## config.mk

```make
export PLATFORM = sky130hd
export DESIGN_NAME = pipe_ctrl
export DESIGN_NICKNAME = d
export VERILOG_FILES = /design/src/rtl/pipe_ctrl.sv
export SDC_FILE = /design/constraint.sdc
export NUM_CORES = 1
export LEC_CHECK = 0
export ABC_AREA = 1
export BUFFER_PORTS_ARGS = -buffer_cell sky130_fd_sc_hd__buf_2
export CORE_MARGIN = 2
export CORE_UTILIZATION = 40
export DETAILED_ROUTE_END_ITERATION = 16
export PLACE_DENSITY = 0.63
export SYNTH_ARGS = -nofsm -noshare
export SYNTH_HDL_FRONTEND = slang
export SYNTH_SLANG_ARGS = --single-unit
```

## constraint.sdc

```tcl
create_clock -name clk -period 2.3 [get_ports clk]
set_input_delay 0.115 -clock clk [delete_from_list [all_inputs] [get_ports clk]]
set_output_delay 0.115 -clock clk [all_outputs]
set_load 0.02 [all_outputs]
```

## src/rtl/pipe_ctrl.sv

```systemverilog
// rtl/pipe_ctrl.sv - pipeline stall/flush controller with multi-cycle EX tracking
//
// Generates per-stage hold signals for a six-stage pipeline (PC, IF, ID, EX,
// MEM, WB), tracks multi-cycle EX operations with a small FSM, issues the
// IF/ID flush for accepted branches and counts front-end stall cycles.
//
// Optional feature macro: BRANCH_DELAY_SLOT_EN
//   defined   - accepted branches keep the delay-slot instruction; flush_ifid = 0
//   undefined - flush_ifid pulses in each cycle a branch is accepted
//
// Ports:
//   clk          in   rising-edge clock
//   rst          in   synchronous active-high reset
//   stallreq_id  in   ID operand hazard, hold PC/IF/ID this cycle
//   ex_mc_start  in   EX starts a multi-cycle operation this cycle
//   ex_mc_cycles in   [4:0] length N of that operation, sampled with ex_mc_start
//   branch_flag  in   ID resolved a taken jump/branch this cycle
//   perf_clr     in   clear stall_cycles
//   stall        out  [5:0] hold per stage, bit0 = PC ... bit5 = WB
//   flush_ifid   out  load a NOP into IF/ID at this edge
//   ex_busy      out  multi-cycle EX operation in progress
//   ex_done      out  pulse in the final cycle of a multi-cycle operation
//   stall_cycles out  [31:0] saturating count of cycles with stall[0] = 1

module pipe_ctrl (
    input  logic        clk,
    input  logic        rst,
    input  logic        stallreq_id,
    input  logic        ex_mc_start,
    input  logic [4:0]  ex_mc_cycles,
    input  logic        branch_flag,
    input  logic        perf_clr,
    output logic [5:0]  stall,
    output logic        flush_ifid,
    output logic        ex_busy,
    output logic        ex_done,
    output logic [31:0] stall_cycles
);

    typedef enum logic {
        IDLE   = 1'b0,
        EXBUSY = 1'b1
    } state_t;

    localparam logic [5:0] STALL_EX   = 6'b001111;
    localparam logic [5:0] STALL_ID   = 6'b000111;
    localparam logic [5:0] STALL_NONE = 6'b000000;

    state_t     state;
    logic [4:0] cnt;

    logic start_ok;
    logic ex_stall;
    logic short_op;

    // A start is only honoured from IDLE; in EXBUSY it is ignored.
    assign start_ok = (state == IDLE) && ex_mc_start;
    // N = 0 and N = 1 complete inside the start cycle without leaving IDLE.
    assign short_op = (ex_mc_cycles <= 5'd1);

    // The start cycle itself is the first stall cycle, so an N-cycle
    // operation stalls for the start cycle plus N-1 EXBUSY cycles.
    assign ex_stall = !rst && ((start_ok && (ex_mc_cycles != 5'd0)) ||
                               (state == EXBUSY));

    always_comb begin
        stall   = STALL_NONE;
        ex_busy = 1'b0;
        ex_done = 1'b0;
        if (!rst) begin
            if (ex_stall) begin
                stall   = STALL_EX;
                ex_busy = 1'b1;
            end else if (stallreq_id) begin
                stall = STALL_ID;
            end
            if (start_ok && short_op) begin
                ex_done = 1'b1;
            end else if ((state == EXBUSY) && (cnt == 5'd0)) begin
                ex_done = 1'b1;
            end
        end
    end

`ifdef BRANCH_DELAY_SLOT_EN
    assign flush_ifid = 1'b0;
`else
    // While ID is held the branch is re-presented, so it is only taken once
    // ID is free to advance.
    logic branch_accept;
    assign branch_accept = !rst && branch_flag && !stall[2];
    assign flush_ifid    = branch_accept;
`endif

    // cnt holds the number of EXBUSY cycles still to go after the current one.
    always_ff @(posedge clk) begin
        if (rst) begin
            state <= IDLE;
            cnt   <= 5'd0;
        end else begin
            case (state)
                IDLE: begin
                    if (ex_mc_start && !short_op) begin
                        state <= EXBUSY;
                        cnt   <= ex_mc_cycles - 5'd2;
                    end
                end
                EXBUSY: begin
                    if (cnt == 5'd0) begin
                        state <= IDLE;
                    end else begin
                        cnt <= cnt - 5'd1;
                    end
                end
                default: begin
                    state <= IDLE;
                    cnt   <= 5'd0;
                end
            endcase
        end
    end

    always_ff @(posedge clk) begin
        if (rst || perf_clr) begin
            stall_cycles <= 32'd0;
        end else if (stall[0] && (stall_cycles != 32'hFFFF_FFFF)) begin
            stall_cycles <= stall_cycles + 32'd1;
        end
    end

endmodule

```

# After elaboration in Yosys (flattened, before gate mapping)
# Cells that the tools add are included.
[op_classes]
n_addsub = 3
magnitude_cmp = 1
n_eq_ne = 3
mux = 14
bitwise_logic = 1
n_reduce_logical = 17
[ops]
columns = ["operator", "count"]
rows = [
  ["32-bit by 1-bit adder with 32-bit output, second input constant", 1],
  ["32-bit inequality test, second input constant", 1],
  ["5-bit 2-to-1 mux", 2],
  ["5-bit case mux with 2 select lines", 1],
  ["1-bit logical AND", 9],
  ["1-bit 2-to-1 mux", 7],
  ["6-bit 2-to-1 mux", 1],
  ["5-bit by 1-bit less-or-equal comparator with 1-bit output, second input constant", 1],
  ["5-bit logical NOT", 1],
  ["5-bit nonzero test", 1],
  ["5-bit by 1-bit subtractor with 5-bit output, second input constant", 1],
  ["5-bit by 2-bit subtractor with 5-bit output, second input constant", 1],
  ["4-bit 2-to-1 mux", 1],
  ["1-bit logical NOT", 3],
  ["3-bit 2-to-1 mux", 1],
  ["1-bit logical OR", 2],
  ["2-bit by 1-bit inequality test with 1-bit output, second input constant", 1],
  ["2-bit inequality test, second input constant", 1],
  ["1-bit case mux with 2 select lines", 1],
  ["2-bit AND reduction", 1],
  ["1-bit NOT", 1],
]
[word_totals]
ff_bits = 38
inputBits = 11
word_cells = 42

# Depth between registers and ports, before layout
# Gate-level depths: netlist of run 1.
[depth]
depth_word = 9
ltp_mapped = 10

# Worst setup path after synthesis of run 1
# No wires, ideal clock.
[synth_timing]
kind = "flip-flop to flip-flop"
startpoint = "register stall_cycles[0]"
endpoint = "register stall_cycles[19]"
setup_time_ns = 0.143
arrival_ns = 1.759
required_ns = 2.157
setup_slack_ns = 0.398
stages_incl_launch_ff = 10
n_path_buf = 1
cell_sequence = "dfxtp_1 ha_1 nand3_2 nor2_1 nand2_1 nor2_1 nor2_4 buf_6 nand2_1 a21oi_2"
[synth_between]
elab_chain_cells = 2
word_cells_on_any_way = 3
classes_between = "add/sub (1); eq/ne (1); reduce/logical (1)"
[synth_lines]
columns = ["item", "line", "source"]
rows = [
  ["start, declared", "37", "output logic [31:0] stall_cycles"],
  ["start signal, assigned", "127", "stall_cycles <= stall_cycles + 32'd1;"],
  ["parallel branches: the longest is 2 deep, another holds 32-bit by 1-bit adder with 32-bit output", "-", ""],
]
# Several ways; the timed one is not identified.
# A chain may end at the register's enable or synchronous reset.

# Worst setup path in the final report of run 1
[layout_timing]
startpoint = "register stall_cycles[1]"
endpoint = "register stall_cycles[22]"
# Same word-level chain as after synthesis.

==> results of run 1 <==
==> path summary, 6_finish.rpt <==
path	startpoint	end	slack (ps)	cells past startpoint
max	stall_cycles[1]	stall_cycles[22]	410	9
max reg2reg	stall_cycles[1]	stall_cycles[22]	410	9
min reg2reg	cnt[4]	cnt[4]	490	2
min	ex_mc_cycles[0]	cnt[0]	180	3
==> metrics by stage <==
stage / area (µm²) / hold WS (ps) / std cells
3_3_place_gp: 3080 / 458 / 580
2_1_floorplan: 2780 / 305 / 455
6_report: 3190 / 180 / 588
3_5_place_dp: 3080 / 475 / 580
4_1_cts: 3190 / 175 / 588
5_1_grt: 3190 / 269 / 588
==> report_power, final <==
part	total [W]	internal [W]	switching [W]
logic	0.000201	0.0000635	0.000137
registers	0.000689	0.000675	0.0000140
clock network	0.000563	0.000319	0.000244
total	0.00145	0.00106	0.000395
==> cells in the mapped netlist, drive strengths merged <==
library cell	n	area [µm²]
nand4	8	50.1
a21oi	36	267
conb	1	3.75
ha	3	37.5
nand3	24	143
inv	44	165
nor2	71	292
o21ai	9	45.0
o22ai	1	6.26
xnor2	4	35.0
xor2	10	87.6
clkbuf	4	15.0
nand3b	3	22.5
nand2	188	741
dfxtp	38	761
buf	10	101
==> state kept, by name, summed over array words and instances, names as in the netlist <==
| name | count |
|---|---|
| state | 1 |
| cnt | 5 |
| stall_cycles | 32 |
==> final cells by class <==
cell class / instances / share of cell area (%)
Tap cell: 80 / 3.14
Multi-Input combinational cell: 359 / 54.4
Timing Repair Buffer: 59 / 10.0
Clock inverter: 3 / 1.26
Sequential cell: 38 / 23.9
Clock buffer: 5 / 2.16
Inverter: 44 / 5.18
==> logic make-up (layout without fill, tap and decap cells) <==
family | count (synthesis) | after routing | synth area share (%)
AO/OA/AOI/OAI | 46 | 46 | 11.5
XOR/XNOR | 14 | 14 | 4.42
adder cells (fa/ha/maj) | 3 | 3 | 1.35
buffers and inverters | 58 | 111 | 10.2
flip-flops | 38 | 38 | 27.4
other | 1 | 2 | 0.135
AND/OR/NAND/NOR | 294 | 294 | 45.0
==> per-layer routing <==
metal | up-vias | wire [µm]
met2 | 62 | 3260
met4 | 0 | 63
met1 | 1239 | 3650
met5 | - | 0
met3 | 5 | 285
li1 | 1505 | -
==> cells in the final DEF (no fill, tap or decap) <==
master     netlist  final
nand2_1        178    178
nor2_1          67     67
buf_2            0     49
inv_1           43     43
dfxtp_1         38     38
a21oi_2         23     23
nand3_1         21     21
a21oi_1         13     13
xor2_1          10     10
buf_4            5     10
o21ai_0          9      9
nand4_1          8      8
nand2_2          8      8
clkbuf_8         0      5
xnor2_1          4      4
nor2_4           3      3
nand3b_1         3      3
ha_1             3      3
nand3_2          2      2
nand2_4          2      2
conb_1           1      2
clkinv_2         0      2
inv_2            1      1
nand3_4          1      1
nor2_2           1      1
o22ai_1          1      1
bufinv_16        0      1
==> worst reg2reg max path: stages (launching register included) <==
cell,delay (ps)
dfxtp_1,410
ha_1,210
nand3_2,150
inv_2,140
nand2_4,60
nor2_4,160
nand2_4,100
nand3_4,300
nand2_1,140
a21oi_2,150
==> metrics.md, run 1 <==
| Metric | Value |
|---|---|
| Multi-input gate area | `1730 µm²` |
| Met3 usage | `3.13%` |
| Total power draw | `0.00145 W` |
| Bufs and invs on worst path | `1` |
| Placer Congestion | `0.913` |
| Top cell by count, worst path | `nand2_4` |
| Layout cell share with drive strength beyond 1 | `21.3%` |
| P&R area growth vs syn | `15.0%` |
| # clock sinks | `38` |
| P_leak | `1.33 nW` |
| Root buffer cell | `clkbuf_8` |
| Met1 GRT Util | `27.5%` |
| Slowest Stage Delay on Critical Path | `410 ps` |
| Cts bufs inserted | `5` |
| Worst vdd ir | `0.202 mV` |
| Status | `finished clean` |
| Fin nets | `521` |
| Post-CTS Setup Bufs | `0` |
| Clock Latency Late Sink | `290 ps` |
| Clock Skew | `11.3 ps` |
| Via density | `4.78` |
| CTS tree | `built` |
| Synth Instances | `454` |
| Worst EP required | `2520 ps` |
| Core footprint | `6760 µm²` |
| Critical path fanouts, max | `32` |
| Final Critical Period | `1890 ps` |
| Hold Path Class | `input pin to flop` |
| Setup ws final | `409 ps` |
| DR pass1 iterations | `4` |
| Startpoint Class | `flop` |
| Htree depth | `2` |
| Number of antenna violations at the first check in global routing | `0` |
| Crit-path cells | `ha_1 > nand3_2 > inv_2 > nand2_4 > nor2_4 > nand2_4 > nand3_4 > nand2_1 > a21oi_2` |
| Reg clk slew, reported paths | `70 ps` |
| # fillers | `716` |
| Wirelength, routed | `7.25 mm` |
| Finished Core Util | `47.2%` |
| DIE AREA | `7610 µm²` |
| First-pass GRT wire length | `12.1 mm` |
| Fin crit share | `82.2%` |
| Row Count | `30` |
| Max_cap viols | `0` |
| Vias in the first global route | `2514` |
| Dpl hpwl | `5.64 mm` |
| Tot GR Track Use | `20.3%` |
| Yosys warns | `0` |
| Pwr/cell area | `456 nW/µm²` |
| Netlist cell types | `26` |
| Number of setup violations in the final report | `0` |
| CP arrival | `2110 ps` |
| Via count | `2811` |
| Largest net degree at the start of global routing | `33` |
| IO Count | `52` |
| Die width | `87.2 µm` |
| Grt total ovfl | `0` |
| Reg area | `761 µm²` |
| I/O Buffers | `49` |
| Diodes inserted | `0` |
| Place WS | `403 ps` |
| Wire length per cell | `12.3 µm` |
| Post-synthesis register bit count | `38` |
| Met2 Resource Use GR | `34.1%` |
| Final Max Tran Viols | `0` |
| Mapped Avg Cell Area | `6.10 µm²` |
| Most Crowded Layer GR | `met2` |
| Hold-fix buffers, CTS | `0` |
| Critical path class | `flop to flop` |
| CTS Buffer Depth | `2` |
| Slowest CP cell | `dfxtp_1` |
| CTS resizes | `0` |
| Iter 0 DRT Violations | `138` |
| Setup TNS | `0 ps` |
| Sequential share of the synthesized area | `27.4%` |
| CP delay by family, top | `simple AND/OR/NAND/NOR gates` |
| Fmax | `529 MHz` |
| Die Height | `87.2 µm` |
| # DRC | `0` |
| ANT nets after route | `0` |
| Hold Fails Final Rpt | `0` |
| Mapped Area | `2770 µm²` |
| Initial core utilization | `41.0%` |
| RSZ-0062 raised after global routing | `false` |
| Crit path capture type | `flop` |
Note: power is estimated with default switching activity, not from simulation.
==> run 2, diff against run 1 <==
--- a/config.mk
+++ b/config.mk
@@ -10,7 +10,7 @@
 export CORE_MARGIN = 2
 export CORE_UTILIZATION = 40
 export DETAILED_ROUTE_END_ITERATION = 16
-export PLACE_DENSITY = 0.63
+export PLACE_DENSITY = 0.65
 export SYNTH_ARGS = -nofsm -noshare
 export SYNTH_HDL_FRONTEND = slang
 export SYNTH_SLANG_ARGS = --single-unit
==> constraint.sdc (replaced) <==
create_clock -name clk -period 1.7 [get_ports clk]
set_input_delay 0.085 -clock clk [delete_from_list [all_inputs] [get_ports clk]]
set_output_delay 0.085 -clock clk [all_outputs]
set_load 0.02 [all_outputs]
==> run 2 against run 1 <==
  * Final cell count up 5.3%
  * Largest cell class unchanged
  * Critical path depth unchanged
  * Critical path type unchanged
  * Sequential share of layout area down 1.7 points
  * Clock-buffer cell count up 2
  * First-iteration DRC count up 10%
  * Maximum frequency up 20%
  * Worst hold slack worse by 35 ps
  * Clock skew up 1.0 ps
==> metrics.md, run 2 (synthesis results as in run 1) <==
| Metric | Value |
|---|---|
| Clock Latency Late Sink | `300 ps` |
| Clock Skew | `12.4 ps` |
| CP arrival | `1800 ps` |
| Worst vdd ir | `0.258 mV` |
| Hold Fails Final Rpt | `0` |
| Row Count | `30` |
| Setup TNS | `0 ps` |
| # DRC | `0` |
| Diodes inserted | `0` |
| Vias in the first global route | `2828` |
| Hold-fix buffers, CTS | `0` |
| Placer Congestion | `0.985` |
| Max FFs per register | `32` |
| P_leak | `1.51 nW` |
| Htree depth | `2` |
| Pwr/cell area | `545 nW/µm²` |
| Iter 0 DRT Violations | `152` |
| DR pass1 iterations | `4` |
| R2R setup slack | `130 ps` |
| Combinational share of power | `16.4%` |
| Top Registers | `stall_cycles (32), cnt (5), state (1)` |
| RR Startpoint | `stall_cycles[30]` |
| Initial core utilization | `41.0%` |
| Switching share of total power | `28.8%` |
| Hold Path Class | `input pin to flop` |
| Commonest non-fill, non-tap cell in the layout | `nand2_1` |
| Fin crit share | `92.5%` |
| Layout cell share with drive strength beyond 1 | `28.6%` |
| Critical path class | `flop to flop` |
| Final Critical Period | `1570 ps` |
| Fin nets | `552` |
| Clock share of power | `34.8%` |
| Wirelength, routed | `7.85 mm` |
| Most frequent cells in the layout | `nand2_1, nor2_1, buf_2` |
| # clock sinks | `38` |
| Status | `finished clean` |
| Reg clk slew, reported paths | `70 ps` |
| ANT nets after route | `0` |
| Fmax | `636 MHz` |
| Fin Hold WS | `145 ps` |
| R2R depth | `9` |
| Dpl hpwl | `6.16 mm` |
| IO Count | `52` |
| Die Height | `87.2 µm` |
| Grt total ovfl | `0` |
| Most flop-heavy register | `stall_cycles` |
| Number of antenna violations at the first check in global routing | `0` |
| CTS tree | `built` |
| Worst Setup EP | `stall_cycles[21]` |
| Worst EP required | `1930 ps` |
| Pint | `0.00135 W` |
| Cts bufs inserted | `5` |
| Die width | `87.2 µm` |
| P&R area growth vs syn | `25.8%` |
| Largest net degree at the start of global routing | `33` |
| Final Max Tran Viols | `0` |
| First-pass GRT wire length | `13.1 mm` |
| Worst hold start | `ex_mc_cycles[0]` |
| RSZ-0062 raised after global routing | `false` |
| Worst setup path start | `stall_cycles[30]` |
| Crit path capture type | `flop` |
| Via density | `4.86` |
| Place WS | `37.2 ps` |
| I/O Buffers | `49` |
| Seq pwr share | `48.8%` |
| Tot GR Track Use | `22.0%` |
| RR Endpoint | `stall_cycles[21]` |
| Startpoint Class | `flop` |
| Via count | `3008` |
| Core footprint | `6760 µm²` |
| DIE AREA | `7610 µm²` |
| Setup ws final | `127 ps` |
| Switch Pwr | `0.000548 W` |
| Wire length per cell | `12.7 µm` |
| Root buffer cell | `clkbuf_8` |
| CTS Buffer Depth | `2` |
| Max_cap viols | `0` |
| Critical path fanouts, max | `16` |
| Number of setup violations in the final report | `0` |
## run 2: per-layer routing
layer | wire (µm) | global-route usage, % | vias to the layer above
li1 | - | - | 1576
met5 | 0 | 0 | -
met1 | 3770 | 29.1 | 1347
met4 | 68 | 6.43 | 0
met2 | 3600 | 36.6 | 76
met3 | 405 | 3.60 | 9
## run 2: layout make-up
type                       instances  area (µm²)
fill                             682        3270
multi-input combinational        359        1770
sequential                        38         774
timing repair buffer              90         591
inverter                          44         165
tap                               80         100
clock buffer                       7        86.3
clock inverter                     1        5.00
## run 2: stage by stage
stage / utilization [%] / instance area, µm² / instances / total power (W)
final: 51.6 / 3490 / 619 / 0.00190
after CTS: 51.1 / 3460 / 619 / 0.00192
after floorplan: - / 2790 / 455 / 0.00118
after global routing: 51.6 / 3490 / 619 / 0.00200
after detailed placement: 49.8 / 3360 / 611 / 0.00126
after global placement: 49.8 / 3360 / 611 / 0.00126
## run 2: repair_timing
action	in CTS	in global routing
setup buffers	0	0
gates resized for setup	0	15
endpoints found under the setup margin	0	32
endpoints found under the hold margin	0	0
## run 2: power by group through the flow
stage	clock, W	combinational (W)	sequential (W)
finish	0.000662	0.000312	0.000927
global route	0.000714	0.000354	0.000932
CTS	0.000676	0.000313	0.000928
detailed placement	0	0.000312	0.000950
global placement	0	0.000308	0.000949
floorplan	0	0.000229	0.000953
## run 2: worst min-delay path by stage
stage,endpoint,slack (ps),cells past startpoint
after detailed placement,cnt[0],450,3
after global placement,cnt[0],440,3
after global routing,cnt[0],150,3
after CTS,cnt[0],140,3
after floorplan,ex_busy,250,1
final,cnt[0],150,3
## run 2: critical path, cell delays in order, from the launching register on
cell     delay, ps
dfxtp_1        410
nand2_1        120
nor2_1         120
nand2_1        120
nor2_2         180
nand2_4         90
nand3_4         90
buf_12         160
nand2_1         70
a21oi_2        130
==> run 3, diff against run 2 <==
--- a/config.mk
+++ b/config.mk
@@ -11,6 +11,7 @@
 export CORE_UTILIZATION = 40
 export DETAILED_ROUTE_END_ITERATION = 16
 export PLACE_DENSITY = 0.65
+export REMOVE_ABC_BUFFERS = 1
 export SYNTH_ARGS = -nofsm -noshare
 export SYNTH_HDL_FRONTEND = slang
 export SYNTH_SLANG_ARGS = --single-unit
==> run 3 against run 2 <==
  * Via count grew 2.5%
  * Highest routed layer unchanged
  * Sequential power is essentially flat
  * Worst hold slack got worse by 8.0 ps
  * Final cell count is 0.65% higher
  * Largest cell class unchanged
==> metrics.md, run 3 (synthesis results as in run 1) <==
| Metric | Value |
|---|---|
| Status | `finished clean` |
| Hold-fix buffers, CTS | `0` |
| Commonest non-fill, non-tap cell in the layout | `nand2_1` |
| Wirelength, routed | `8.00 mm` |
| CP Depth | `10` |
| Clock Skew | `3.21 ps` |
| First-pass GRT wire length | `12.6 mm` |
| Crit path capture type | `flop` |
| Core footprint | `6760 µm²` |
| Combinational share of power | `17.7%` |
| Tot GR Track Use | `21.1%` |
| Reg clk slew, reported paths | `80 ps` |
| Pint | `0.00132 W` |
| Bufs and invs on worst path | `2` |
| Grt total ovfl | `0` |
| Slowest CP cell | `dfxtp_1` |
| Wire length per cell | `12.8 µm` |
| IO Count | `52` |
| P&R area growth vs syn | `27.0%` |
| DR pass1 iterations | `4` |
| Vias in the first global route | `2815` |
| R2R depth | `10` |
| CTS Buffer Depth | `2` |
| I/O Buffers | `49` |
| Fmax | `615 MHz` |
| Critical path fanouts, max | `9` |
| CTS resizes | `0` |
| P_leak | `1.52 nW` |
| Clock Latency Late Sink | `290 ps` |
| Number of antenna violations at the first check in global routing | `0` |
| Worst Hold Depth | `3` |
| RSZ-0062 raised after global routing | `true` |
| Startpoint Class | `flop` |
| Initial core utilization | `41.0%` |
| Place WS | `48.3 ps` |
| Root buffer cell | `clkbuf_8` |
| Crit-path cells | `ha_2 > nand3_4 > inv_4 > nand2_4 > nor2_4 > nand2_4 > nand3_4 > clkbuf_16 > nand2_1 > a21oi_2` |
| # DRC | `0` |
| Setup ws final | `73.3 ps` |
| Iter 0 DRT Violations | `167` |
| Post-CTS Setup Bufs | `0` |
| DIE AREA | `7610 µm²` |
| Most frequent cells in the layout | `nand2_1, nor2_1, buf_2` |
| Number of setup violations in the final report | `0` |
| Row Count | `30` |
| Post-place instance area | `3380 µm²` |
| Slowest Stage Delay on Critical Path | `340 ps` |
| Hold Path Class | `input pin to flop` |
| Diodes inserted | `0` |
| Hold Fails Final Rpt | `0` |
| Finished Core Util | `52.1%` |
| Final Max Tran Viols | `0` |
| Fin crit share | `95.7%` |
| Layout cell share with drive strength beyond 1 | `27.8%` |
| ANT nets after route | `0` |
| Switching share of total power | `28.9%` |
| Via count | `3082` |
| Clock share of power | `32.4%` |
| Via density | `4.95` |
| Cts bufs inserted | `5` |
| Largest net degree at the start of global routing | `33` |
| Dpl hpwl | `6.15 mm` |
| Pwr/cell area | `528 nW/µm²` |
| Final instance area | `3520 µm²` |
| Placer Congestion | `0.957` |
| Final Critical Period | `1630 ps` |
| Switch Pwr | `0.000538 W` |
| Setup TNS | `0 ps` |
| CTS tree | `built` |
| Htree depth | `2` |
| Seq pwr share | `49.9%` |
| Critical path class | `flop to flop` |
| Die Height | `87.2 µm` |
| Worst vdd ir | `0.285 mV` |
| # clock sinks | `38` |
| Top Registers | `stall_cycles (32), cnt (5), state (1)` |
| CP arrival | `1850 ps` |
| CP delay by family, top | `simple AND/OR/NAND/NOR gates` |
| Fin nets | `557` |
| Max FFs per register | `32` |
| Worst EP required | `1920 ps` |
| Max_cap viols | `0` |
| Most flop-heavy register | `stall_cycles` |
| Die width | `87.2 µm` |
==> run 3: worst paths after layout <==
| check | slack [ps] | start | endpoint |
|---|---|---|---|
| setup / recovery | 70 | stall_cycles[1] | stall_cycles[19] |
| hold / removal | 140 | ex_mc_cycles[0] | cnt[0] |
| setup reg to reg | 70 | stall_cycles[1] | stall_cycles[19] |
| hold reg to reg | 490 | cnt[4] | cnt[4] |
==> run 3: stage by stage <==
stage	hold WS (ps)	instances	total power, W
floorplan	275	441	0.00114
global placement	427	615	0.00126
detailed placement	441	615	0.00127
CTS	140	622	0.00187
global route	155	623	0.00196
finish	137	623	0.00186
==> run 3: final cells by class <==
class / count / area [µm²]
repair buffers: 95 / 646
flip-flops and latches: 38 / 762
fillers: 714 / 3240
multi-input cells: 359 / 1770
well taps: 80 / 100
clock buffers: 7 / 76.3
inverters: 44 / 168
==> run 3: worst register-to-register path: cells and delay by family (launching register included) <==
| kind | cells | cell delay [ps] |
|---|---|---|
| AND/OR/NAND/NOR | 6 | 570 |
| buffers and inverters | 2 | 280 |
| AO/OA/AOI/OAI | 1 | 130 |
| adder cells (fa/ha/maj) | 1 | 220 |
| flip-flops | 1 | 340 |
==> run 3: routing by layer <==
layer	part of all wire [%]	vias to the layer above	GRT usage, %
met5	0	-	0
met4	1.3	0	6.29
met3	5.9	9	4.27
met2	48	95	35.3
met1	45	1395	27.3
li1	-	1583	-
==> run 3: power groups by stage <==
| stage | logic, W | clock network, W | registers, W |
|---|---|---|---|
| 3_5_place_dp | 0.000320 | 0 | 0.000948 |
| 4_1_cts | 0.000321 | 0.000617 | 0.000927 |
| 3_3_place_gp | 0.000312 | 0 | 0.000948 |
| 6_report | 0.000330 | 0.000602 | 0.000927 |
| 2_1_floorplan | 0.000191 | 0 | 0.000952 |
| 5_1_grt | 0.000365 | 0.000661 | 0.000930 |
